--- src/rtl/rep_cmps_sequencer_pkg.sv ---
// Shared encodings and types for the CMPS / REP CMPS micro-op sequencer.
// Also used by rep_term_check so a later SCAS sequencer can pick it up unchanged.
package rep_cmps_sequencer_pkg;

    localparam int unsigned CNT_W = 32;

    localparam logic [1:0] REP_NONE = 2'b00;
    localparam logic [1:0] REP_E    = 2'b01;
    localparam logic [1:0] REP_NE   = 2'b10;

    localparam logic [CNT_W-1:0] CNT_ZERO = {CNT_W{1'b0}};
    localparam logic [CNT_W-1:0] CNT_ONE  = {{(CNT_W-1){1'b0}}, 1'b1};

    typedef enum logic [2:0] {
        ST_IDLE       = 3'd0,
        ST_FIRST      = 3'd1,
        ST_SECOND     = 3'd2,
        ST_WAIT_FLAGS = 3'd3,
        ST_FINISH     = 3'd4
    } state_t;

    function automatic logic is_rep(input logic [1:0] kind);
        return (kind != REP_NONE);
    endfunction

endpackage

--- src/rtl/rep_cmps_sequencer_if.sv ---
// Decode-side, uop-issue and writeback-flag signals of the CMPS sequencer.
// The sequencer uses the slave view; whatever drives decode/writeback uses master.
interface rep_cmps_sequencer_if;
    import rep_cmps_sequencer_pkg::*;

    logic             flush;
    logic             instr_valid;
    logic [1:0]       rep_kind;
    logic [CNT_W-1:0] ecx_in;
    logic             uop_ready;
    logic             wb_flags_valid;
    logic             wb_zf;

    logic             uop_valid;
    logic             cs_is_cmps_first_uop_all;
    logic             cs_is_cmps_second_uop_all;
    logic             cs_is_first_of_repne;
    logic             ecx_dec;
    logic             decode_stall;
    logic             seq_done;

    modport slave (
        input  flush, instr_valid, rep_kind, ecx_in, uop_ready, wb_flags_valid, wb_zf,
        output uop_valid, cs_is_cmps_first_uop_all, cs_is_cmps_second_uop_all,
               cs_is_first_of_repne, ecx_dec, decode_stall, seq_done
    );

    modport master (
        output flush, instr_valid, rep_kind, ecx_in, uop_ready, wb_flags_valid, wb_zf,
        input  uop_valid, cs_is_cmps_first_uop_all, cs_is_cmps_second_uop_all,
               cs_is_first_of_repne, ecx_dec, decode_stall, seq_done
    );

endinterface

--- src/rtl/rep_cmps_sequencer_term_check.sv ---
// Repeat-termination rule for REP-prefixed string ops: count exhausted, or the
// ZF condition of REPE/REPNE failed on the iteration that just wrote back.
module rep_term_check
    import rep_cmps_sequencer_pkg::*;
(
    input  logic [1:0] rep_kind,
    input  logic       count_is_zero,
    input  logic       zf,
    output logic       terminate
);

    // Count exhaustion always ends the loop; the prefix adds its ZF exit.
    always_comb begin
        terminate = count_is_zero;
        case (rep_kind)
            REP_E:   terminate = count_is_zero | ~zf;
            REP_NE:  terminate = count_is_zero | zf;
            default: terminate = count_is_zero;
        endcase
    end

endmodule

--- src/rtl/rep_cmps_sequencer.sv ---
// Decode-stage sequencer splitting each CMPS iteration into a DS:ESI load uop
// and an ES:EDI load+compare uop, holding decode until the repeat terminates.
module rep_cmps_sequencer
    import rep_cmps_sequencer_pkg::*;
(
    input  logic                 clk,
    input  logic                 reset,
    rep_cmps_sequencer_if.slave  bus
);

    state_t           r_state;
    logic [1:0]       r_rep_kind;
    logic [CNT_W-1:0] r_count;
    logic             r_first_iter;
    logic             r_uop_valid;
    logic             r_first_uop;
    logic             r_second_uop;
    logic             r_first_of_repne;
    logic             r_seq_done;

    logic             w_is_rep;
    logic             w_count_is_zero;
    logic             w_start_zero;
    logic             w_terminate;

    assign w_is_rep        = is_rep(r_rep_kind);
    assign w_count_is_zero = (r_count == CNT_ZERO);
    assign w_start_zero    = is_rep(bus.rep_kind) && (bus.ecx_in == CNT_ZERO);

    rep_term_check u_term (
        .rep_kind      (r_rep_kind),
        .count_is_zero (w_count_is_zero),
        .zf            (bus.wb_zf),
        .terminate     (w_terminate)
    );

    assign bus.uop_valid                 = r_uop_valid;
    assign bus.cs_is_cmps_first_uop_all  = r_first_uop;
    assign bus.cs_is_cmps_second_uop_all = r_second_uop;
    assign bus.cs_is_first_of_repne      = r_first_of_repne;
    assign bus.seq_done                  = r_seq_done;

    // ecx_dec tracks the acceptance handshake itself so a coincident flush cannot hide it.
    assign bus.ecx_dec      = (r_state == ST_SECOND) && bus.uop_ready && w_is_rep;
    assign bus.decode_stall = (r_state == ST_IDLE) ? bus.instr_valid
                            : ((r_state == ST_FIRST) || (r_state == ST_SECOND) ||
                               (r_state == ST_WAIT_FLAGS));

    // Sequencer FSM; uop outputs are registered alongside the state they describe.
    always_ff @(posedge clk) begin
        if (!reset) begin
            r_state          <= ST_IDLE;
            r_rep_kind       <= REP_NONE;
            r_count          <= CNT_ZERO;
            r_first_iter     <= 1'b0;
            r_uop_valid      <= 1'b0;
            r_first_uop      <= 1'b0;
            r_second_uop     <= 1'b0;
            r_first_of_repne <= 1'b0;
            r_seq_done       <= 1'b0;
        end else if (bus.flush) begin
            r_state          <= ST_IDLE;
            r_uop_valid      <= 1'b0;
            r_first_uop      <= 1'b0;
            r_second_uop     <= 1'b0;
            r_first_of_repne <= 1'b0;
            r_seq_done       <= 1'b0;
        end else begin
            r_seq_done <= 1'b0;
            case (r_state)
                ST_IDLE: begin
                    if (bus.instr_valid && w_start_zero) begin
                        r_state    <= ST_FINISH;
                        r_seq_done <= 1'b1;
                    end else if (bus.instr_valid) begin
                        r_rep_kind       <= bus.rep_kind;
                        r_count          <= bus.ecx_in;
                        r_first_iter     <= 1'b1;
                        r_state          <= ST_FIRST;
                        r_uop_valid      <= 1'b1;
                        r_first_uop      <= 1'b1;
                        r_first_of_repne <= is_rep(bus.rep_kind);
                    end else begin
                        r_state <= ST_IDLE;
                    end
                end
                ST_FIRST: begin
                    if (bus.uop_ready) begin
                        r_state      <= ST_SECOND;
                        r_first_uop  <= 1'b0;
                        r_second_uop <= 1'b1;
                    end else begin
                        r_state <= ST_FIRST;
                    end
                end
                ST_SECOND: begin
                    if (bus.uop_ready) begin
                        r_uop_valid      <= 1'b0;
                        r_second_uop     <= 1'b0;
                        r_first_of_repne <= 1'b0;
                        if (w_is_rep) begin
                            r_count      <= r_count - CNT_ONE;
                            r_first_iter <= 1'b0;
                            r_state      <= ST_WAIT_FLAGS;
                        end else begin
                            r_state    <= ST_FINISH;
                            r_seq_done <= 1'b1;
                        end
                    end else begin
                        r_state <= ST_SECOND;
                    end
                end
                ST_WAIT_FLAGS: begin
                    if (bus.wb_flags_valid && w_terminate) begin
                        r_state    <= ST_FINISH;
                        r_seq_done <= 1'b1;
                    end else if (bus.wb_flags_valid) begin
                        r_state          <= ST_FIRST;
                        r_uop_valid      <= 1'b1;
                        r_first_uop      <= 1'b1;
                        r_first_of_repne <= r_first_iter & w_is_rep;
                    end else begin
                        r_state <= ST_WAIT_FLAGS;
                    end
                end
                ST_FINISH: begin
                    r_state <= ST_IDLE;
                end
                default: begin
                    r_state          <= ST_IDLE;
                    r_uop_valid      <= 1'b0;
                    r_first_uop      <= 1'b0;
                    r_second_uop     <= 1'b0;
                    r_first_of_repne <= 1'b0;
                end
            endcase
        end
    end

endmodule
--- src/flat_wrapper.sv ---
// flat-port wrapper written by rule: the top's interface ports become plain ports
module rep_cmps_sequencer_flat import rep_cmps_sequencer_pkg::*;
  (clk, reset, bus_flush, bus_instr_valid, bus_rep_kind, bus_ecx_in, bus_uop_ready, bus_wb_flags_valid, bus_wb_zf, bus_uop_valid, bus_cs_is_cmps_first_uop_all, bus_cs_is_cmps_second_uop_all, bus_cs_is_first_of_repne, bus_ecx_dec, bus_decode_stall, bus_seq_done);
  rep_cmps_sequencer_if bus_i ();
  input  logic clk;
  input  logic reset;
  input wire logic [$bits(bus_i.flush)-1:0] bus_flush;
  input wire logic [$bits(bus_i.instr_valid)-1:0] bus_instr_valid;
  input wire logic [$bits(bus_i.rep_kind)-1:0] bus_rep_kind;
  input wire logic [$bits(bus_i.ecx_in)-1:0] bus_ecx_in;
  input wire logic [$bits(bus_i.uop_ready)-1:0] bus_uop_ready;
  input wire logic [$bits(bus_i.wb_flags_valid)-1:0] bus_wb_flags_valid;
  input wire logic [$bits(bus_i.wb_zf)-1:0] bus_wb_zf;
  output wire logic [$bits(bus_i.uop_valid)-1:0] bus_uop_valid;
  output wire logic [$bits(bus_i.cs_is_cmps_first_uop_all)-1:0] bus_cs_is_cmps_first_uop_all;
  output wire logic [$bits(bus_i.cs_is_cmps_second_uop_all)-1:0] bus_cs_is_cmps_second_uop_all;
  output wire logic [$bits(bus_i.cs_is_first_of_repne)-1:0] bus_cs_is_first_of_repne;
  output wire logic [$bits(bus_i.ecx_dec)-1:0] bus_ecx_dec;
  output wire logic [$bits(bus_i.decode_stall)-1:0] bus_decode_stall;
  output wire logic [$bits(bus_i.seq_done)-1:0] bus_seq_done;
  assign bus_i.flush = bus_flush;
  assign bus_i.instr_valid = bus_instr_valid;
  assign bus_i.rep_kind = bus_rep_kind;
  assign bus_i.ecx_in = bus_ecx_in;
  assign bus_i.uop_ready = bus_uop_ready;
  assign bus_i.wb_flags_valid = bus_wb_flags_valid;
  assign bus_i.wb_zf = bus_wb_zf;
  assign bus_uop_valid = bus_i.uop_valid;
  assign bus_cs_is_cmps_first_uop_all = bus_i.cs_is_cmps_first_uop_all;
  assign bus_cs_is_cmps_second_uop_all = bus_i.cs_is_cmps_second_uop_all;
  assign bus_cs_is_first_of_repne = bus_i.cs_is_first_of_repne;
  assign bus_ecx_dec = bus_i.ecx_dec;
  assign bus_decode_stall = bus_i.decode_stall;
  assign bus_seq_done = bus_i.seq_done;
  rep_cmps_sequencer u_core (.clk(clk), .reset(reset), .bus(bus_i));
endmodule
--- config.mk ---
export PLATFORM = sky130hd
export DESIGN_NAME = rep_cmps_sequencer_flat
export DESIGN_NICKNAME = d
export VERILOG_FILES = /design/src/rtl/rep_cmps_sequencer_pkg.sv /design/src/rtl/rep_cmps_sequencer_if.sv /design/src/rtl/rep_cmps_sequencer_term_check.sv /design/src/rtl/rep_cmps_sequencer.sv /design/src/flat_wrapper.sv
export SDC_FILE = /design/constraint.sdc
export NUM_CORES = 1
export LEC_CHECK = 0
export BUFFER_PORTS_ARGS = -buffer_cell sky130_fd_sc_hd__buf_4
export CORE_ASPECT_RATIO = 0.9
export CORE_MARGIN = 1.5
export CORE_UTILIZATION = 61
export DETAILED_ROUTE_END_ITERATION = 10
export PLACE_DENSITY = 0.85
export SETUP_SLACK_MARGIN = 0.02
export SYNTH_ARGS = -nofsm -noshare
export SYNTH_HDL_FRONTEND = slang
export SYNTH_SLANG_ARGS = --single-unit
--- constraint.sdc ---
create_clock -name clk -period 5.9 [get_ports clk]
set_clock_uncertainty 0.05 [all_clocks]
set_input_delay 0.295 -clock clk [delete_from_list [all_inputs] [get_ports clk]]
set_output_delay 0.295 -clock clk [all_outputs]
set_load 0.1 [all_outputs]
# Word-level counts from Yosys, hierarchy flattened
# Cells that the tools add are included.
[classes] add_sub_neg=1 n_mul=0 div_mod_pow=0 order_cmp=0 n_eq_ne=13 n_shift=0 muxes=37 bitwise_logic=10 reduce_logical=22
[op_table] operator="32-bit 2-to-1 mux" n=4
[op_table] operator="32-bit logical NOT" n=2
[op_table] operator="32-bit case mux with 2 select lines" n=1
[op_table] operator="32-bit by 1-bit subtractor with 32-bit output (second input constant)" n=1
[op_table] operator="1-bit 2-to-1 mux" n=18
[op_table] operator="6-bit AND reduction" n=3
[op_table] operator="3-bit 2-to-1 mux" n=4
[op_table] operator="2-bit inequality test (second input constant)" n=6
[op_table] operator="1-bit case mux with 4 select lines" n=3
[op_table] operator="3-bit case mux with 4 select lines" n=1
[op_table] operator="1-bit NOT" n=7
[op_table] operator="3-bit by 2-bit equality test with 1-bit output (second input constant)" n=2
[op_table] operator="1-bit case mux with 3 select lines" n=2
[op_table] operator="2-bit nonzero test" n=3
[op_table] operator="2-bit OR reduction" n=3
[op_table] operator="1-bit logical AND" n=5
[op_table] operator="2-bit 2-to-1 mux" n=2
[op_table] operator="1-bit case mux with 2 select lines" n=2
[op_table] operator="4-bit AND reduction" n=1
[op_table] operator="3-bit by 1-bit equality test with 1-bit output (second input constant)" n=1
[op_table] operator="3-bit equality test (second input constant)" n=1
[op_table] operator="3-bit logical NOT" n=1
[op_table] operator="3-bit AND reduction" n=1
[op_table] operator="3-bit OR reduction" n=1
[op_table] operator="6 further kinds" n=8
[totals] reg_bits=43 latchBits=0 mem_bits_rw=0 mem_bits_ro=0 out_inout_bits=7 elab_cells=92 mem_count=0

# Depth between registers and ports, before layout
[logic_depth] depth_word=6 ltp_mapped=9 depth_no_buf=7

# Hierarchy
# Synthesis repeated with hierarchy kept, for this count alone.
[hier_totals] cells_unflattened=383 hier_area_um2=2715.1
[by_module_without_submodules] mod="rep_cmps_sequencer" n_inst=1 cells_per_inst=379 area_per_inst_um2=2682.6 seq_area_each_um2=860.8
[by_module_without_submodules] mod="rep_term_check" n_inst=1 cells_per_inst=4 area_per_inst_um2=32.5 seq_area_each_um2=0.0

# Worst setup path before layout
# No wires, ideal clock.
[synth_path] path_type="register to output" from="reg u_core.r_state[2]" to="out bus_ecx_dec" arrival_time_ns=2.482 slack_ns=3.073 path_stages_with_launch=5 path_buffers=2 cell_sequence="dfxtp_1 > or3b_2 > clkbuf_1 > clkbuf_1 > nor2_1"
[synth_between] elab_chain_len=3
[synth_rtl] item="from (decl)" line_no="rep_cmps_sequencer.sv:11" source="state_t r_state;"
[synth_rtl] item="from (signal assigned)" line_no="rep_cmps_sequencer.sv:52" source="r_state <= ST_IDLE;"
[synth_rtl] item="from (signal assigned)" line_no="rep_cmps_sequencer.sv:62" source="r_state <= ST_IDLE;"
[synth_rtl] item="from (signal assigned)" line_no="rep_cmps_sequencer.sv:73" source="r_state <= ST_FINISH;"
[synth_rtl] item="3-bit by 2-bit equality test with 1-bit output" line_no="rep_cmps_sequencer.sv:44" source="assign bus.ecx_dec = (r_state == ST_SECOND) && bus.uop_ready && w_is_rep;"
[synth_rtl] item="1-bit logical AND (2 in series)" line_no="rep_cmps_sequencer.sv:44"
[synth_rtl] item="to (decl)" line_no="flat_wrapper.sv:18" source="output wire logic [$bits(bus_i.ecx_dec)-1:0] bus_ecx_dec;"
# Every way passes these cells.

# Worst setup path in the final report
[layout_path] from="reg u_core.r_state[1]" to="reg u_core.r_count[0]"
[layout_between] elab_chain_len=3 word_cells_on_any_way=9 classes_between="eq/ne: 5; mux: 1; reduce/logical: 3"
[layout_rtl] item="3-bit by 2-bit equality test with 1-bit output / 3-bit logical NOT (equally long branches)" line_no="rep_cmps_sequencer.sv:70" source="case (r_state)"
[layout_rtl] item="2-bit by 1-bit inequality test with 1-bit output (no line) (tied with other cells)"
[layout_rtl] item="6-bit AND reduction (no line)"
[layout_rtl] item="to (signal assigned)" line_no="rep_cmps_sequencer.sv:77" source="r_count <= bus.ecx_in;"
[layout_rtl] item="to (signal assigned)" line_no="rep_cmps_sequencer.sv:102" source="r_count <= r_count - CNT_ONE;"
[layout_rtl] item="to (decl)" line_no="rep_cmps_sequencer.sv:13" source="logic [CNT_W-1:0] r_count;"
# Several ways; a longest one is shown, not always the timed one.
# A chain may end at the register's enable or synchronous reset.

==> load_flow_metrics.sql <==
INSERT INTO impl_metrics (metric_group, metric, value, unit) VALUES
('global_routing', 'grt_use_met2', '51.3', '%'),
('placed_design', 'gp_congestion', '0.915', ''),
('cells_and_area', 'area_growth', '14.2', '%'),
('global_routing', 'met1_track_usage_gr', '48.1', '%'),
('cells_and_area', 'layout.filler_cells', '412', ''),
('setup_path', 'worst-path-max-fanout', '75', ''),
('power_and_ir_drop', 'seqPwrFrac', '43.4', '%'),
('detailed_routing', 'dr_pass1_iterations', '6', ''),
('synthesis', 'post_synth_instance_area', '3000', 'µm²'),
('cells_and_area', 'nets', '462', ''),
('power_and_ir_drop', 'power.switching_fraction', '34.3', '%'),
('synthesis', 'yosys_most_used_dff', 'sky130_fd_sc_hd__dfxtp_1', ''),
('power_and_ir_drop', 'power.clock.fraction', '28.5', '%'),
('placed_design', 'hpwl', '5940', 'µm'),
('synthesis', 'synth.ff_latch_count', '43', ''),
('power_and_ir_drop', 'total_leakage_power', '1.27', 'nW'),
('global_routing', 'grt_usage', '33.5', '%'),
('global_routing', 'global_route.usage.met3', '5.13', '%'),
('setup_path', 'reg2regPathDepth', '5', ''),
('detailed_routing', 'postRouteAntennaNets', '0', ''),
('power_and_ir_drop', 'power.switching', '0.253', 'mW'),
('clock_network', 'tritoncts_num_sinks', '43', ''),
('clock_network', 'htree_levels', '2', ''),
('timing', 'final_min_period_over_clock_period', '58.7', '%'),
('detailed_routing', 'routed_wire_length_per_instance', '18.3', 'µm'),
('hold_path', 'worst_hold_startpoint', 'bus_ecx_in[8]', ''),
('die', 'die_height', '69.6', 'µm'),
('power_and_ir_drop', 'power_per_cell_area', '215', 'nW/µm²'),
('timing', 'rsz_0062_raised_after_global_routing', 'false', ''),
('clock_network', 'total_clock_buffers_created_by_cts', '5', ''),
('clock_network', 'buffer_levels_on_the_longest_clock_path', '2', ''),
('die', 'placeableCoreArea', '4800', 'µm²'),
('detailed_routing', 'first_iter_violations', '431', ''),
('synthesis', 'synth_async_sr_flop_share', '0', '%'),
('hold_path', 'whs_path_depth', '2', ''),
('setup_path', 'cp_data_arrival_time', '3.66', 'ns'),
('power_and_ir_drop', 'power.combinational.fraction', '28.1', '%'),
('cells_and_area', 'drive_gt1_share', '17.7', '%'),
('synthesis', 'synth-edff-count', '0', ''),
('timing', 'post-route-min-period', '3.46', 'ns'),
('clock_network', 'setup_bufs_post_cts', '0', ''),
('global_routing', 'grt_antenna_before_repair', '0', ''),
('global_routing', 'globalRoute.totalOverflow', '0', ''),
('detailed_routing', 'drcViolationCount', '0', ''),
('setup_path', 'worst_setup_path_end_kind', 'flip-flop', ''),
('flow_run', 'cap_violations', '0', ''),
('global_routing', 'global_route_wire_length_before_repair', '14700', 'µm'),
('setup_path', 'reg2reg_slack', '2.44', 'ns'),
('run_status', 'outcome', 'finished, final reports clean', ''),
('clock_network', 'cts_hold_buffers', '0', ''),
('clock_network', 'clk_root_buffer_cell', 'sky130_fd_sc_hd__clkbuf_8', ''),
('hold_path', 'min_path_type', 'in2reg', ''),
('setup_path', 'regToRegEndpoint', 'u_core.r_count[0]', ''),
('clock_network', 'cts.clk_slew.worst_paths', '0.08', 'ns'),
('timing', 'worst-slew-pin-transition', '1.10', 'ns'),
('synthesis', 'synth_cell_type_count', '52', ''),
('setup_path', 'setup.worst_path.start_class', 'flip-flop', ''),
('synthesis', 'most_used_standard_cell_by_instance_count_after_synthesis', 'sky130_fd_sc_hd__dfxtp_1', ''),
('placed_design', 'port-buffer-count', '47', ''),
('setup_path', 'critical_path_required', '6.10', 'ns'),
('detailed_routing', 'num_vias', '3404', ''),
('die', 'row_count', '24', ''),
('cells_and_area', 'antennaDiodeCount', '0', ''),
('global_routing', 'busiest_layer', 'met2', ''),
('timing', 'clock.fmax', '0.289', 'GHz'),
('timing', 'timing.final.hold_violations', '0', ''),
('clock_network', 'clock_insertion_delay_worst_skew', '0.30', 'ns'),
('detailed_routing', 'avgViaCountPerCell', '7.05', ''),
('timing', 'slew-limit-headroom', '26.5', '%'),
('synthesis', 'synthesized_instance_count', '397', ''),
('cells_and_area', 'post-route-cell-area', '3430', 'µm²');
-- final cells by class --
| type | count | area (µm²) | area share, % |
|---|---|---|---|
| multi-input combinational | 306 | 1960 | 57.3 |
| timing repair buffer | 51 | 383 | 11.2 |
| tap | 65 | 81.3 | 2.37 |
| sequential | 43 | 861 | 25.1 |
| inverter | 10 | 37.5 | 1.10 |
| clock buffer | 8 | 100 | 2.92 |
-- per-stage QoR --
stage | setup WS (ns) | total power, mW | hold WS [ns] | cells | utilization (%)
final | 2.44 | 0.737 | 0.201 | 483 | 71.3
after detailed placement | 2.54 | 0.526 | 0.401 | 475 | 69.2
after global routing | 2.23 | 0.767 | 0.192 | 483 | 71.3
after CTS | 2.51 | 0.731 | 0.195 | 483 | 71.3
after global placement | 2.59 | 0.522 | 0.396 | 475 | 69.2
after floorplan | 3.07 | 0.463 | 0.385 | 397 | -
-- routing by layer --
layer,up-vias,wire length [µm]
met1,1573,3740
met4,0,165
met3,22,991
met2,228,3930
met5,-,0
li1,1581,-
-- layout by cell type, fill, tap and decap left out, types with 5 or more instances in the layout --
| cell | instances |
|---|---|
| sky130_fd_sc_hd__buf_4 | 51 |
| sky130_fd_sc_hd__dfxtp_1 | 43 |
| sky130_fd_sc_hd__nor2_1 | 30 |
| sky130_fd_sc_hd__nor3_1 | 29 |
| sky130_fd_sc_hd__nand2_1 | 27 |
| sky130_fd_sc_hd__a21oi_1 | 23 |
| sky130_fd_sc_hd__o311ai_0 | 21 |
| sky130_fd_sc_hd__o31ai_1 | 20 |
| sky130_fd_sc_hd__nor4_1 | 15 |
| sky130_fd_sc_hd__o21ai_0 | 13 |
| sky130_fd_sc_hd__a31oi_1 | 11 |
| sky130_fd_sc_hd__inv_1 | 10 |
| sky130_fd_sc_hd__nand3_1 | 10 |
| sky130_fd_sc_hd__a22oi_1 | 9 |
| sky130_fd_sc_hd__and2_1 | 7 |
| sky130_fd_sc_hd__o32ai_1 | 7 |
| sky130_fd_sc_hd__clkbuf_8 | 7 |
| sky130_fd_sc_hd__nand2b_1 | 6 |
| sky130_fd_sc_hd__a211oi_1 | 6 |
| sky130_fd_sc_hd__or2_2 | 5 |
| sky130_fd_sc_hd__or4_1 | 5 |
-- logic make-up (layout without fill, tap and decap cells) --
kind of cell	Yosys count	in the layout	share of synthesized area [%]
AND/OR/NAND/NOR	160	160	28.5
flip-flops	43	43	28.7
AO/OA/AOI/OAI	135	135	32.5
XOR/XNOR	1	1	0.292
multiplexers	6	6	2.21
buffers and inverters	48	69	6.17
adder cells (fa/ha/maj)	4	4	1.67
-- power by group through the flow --
stage	clock network [mW]	registers, mW	logic (mW)
6_report	0.210	0.320	0.207
5_1_grt	0.221	0.322	0.224
4_1_cts	0.211	0.319	0.201
3_5_place_dp	0	0.326	0.200
3_3_place_gp	0	0.325	0.197
2_1_floorplan	0	0.331	0.132
-- sequential cells by signal, indices dropped and copies added, names as in the netlist --
name                                  flops
u_core.r_count                           32
u_core.r_state                            3
u_core.r_rep_kind                         2
u_core.bus.cs_is_cmps_first_uop_all       1
u_core.bus.cs_is_cmps_second_uop_all      1
u_core.bus.cs_is_first_of_repne           1
u_core.bus.seq_done                       1
u_core.bus.uop_valid                      1
u_core.r_first_iter                       1
-- worst max-delay path by stage --
stage / from / endpoint / slack [ns] / depth (start not counted)
2_1_floorplan: u_core.r_state[2] / bus_ecx_dec / 3.07 / 4
3_3_place_gp: u_core.r_state[1] / u_core.r_count[0] / 2.59 / 5
3_5_place_dp: u_core.r_state[1] / u_core.r_count[0] / 2.54 / 5
4_1_cts: u_core.r_state[1] / u_core.r_count[0] / 2.51 / 5
5_1_grt: u_core.r_state[1] / u_core.r_count[4] / 2.23 / 5
6_report: u_core.r_state[1] / u_core.r_count[0] / 2.44 / 5
-- worst max-delay path, cell delays in order (launching register included) --
cell,delay [ns]
sky130_fd_sc_hd__dfxtp_1,0.57
sky130_fd_sc_hd__or3b_2,0.49
sky130_fd_sc_hd__buf_4,0.34
sky130_fd_sc_hd__o211ai_1,0.96
sky130_fd_sc_hd__or2_2,0.69
sky130_fd_sc_hd__o221a_2,0.30
(Power assumes the default switching activity.)
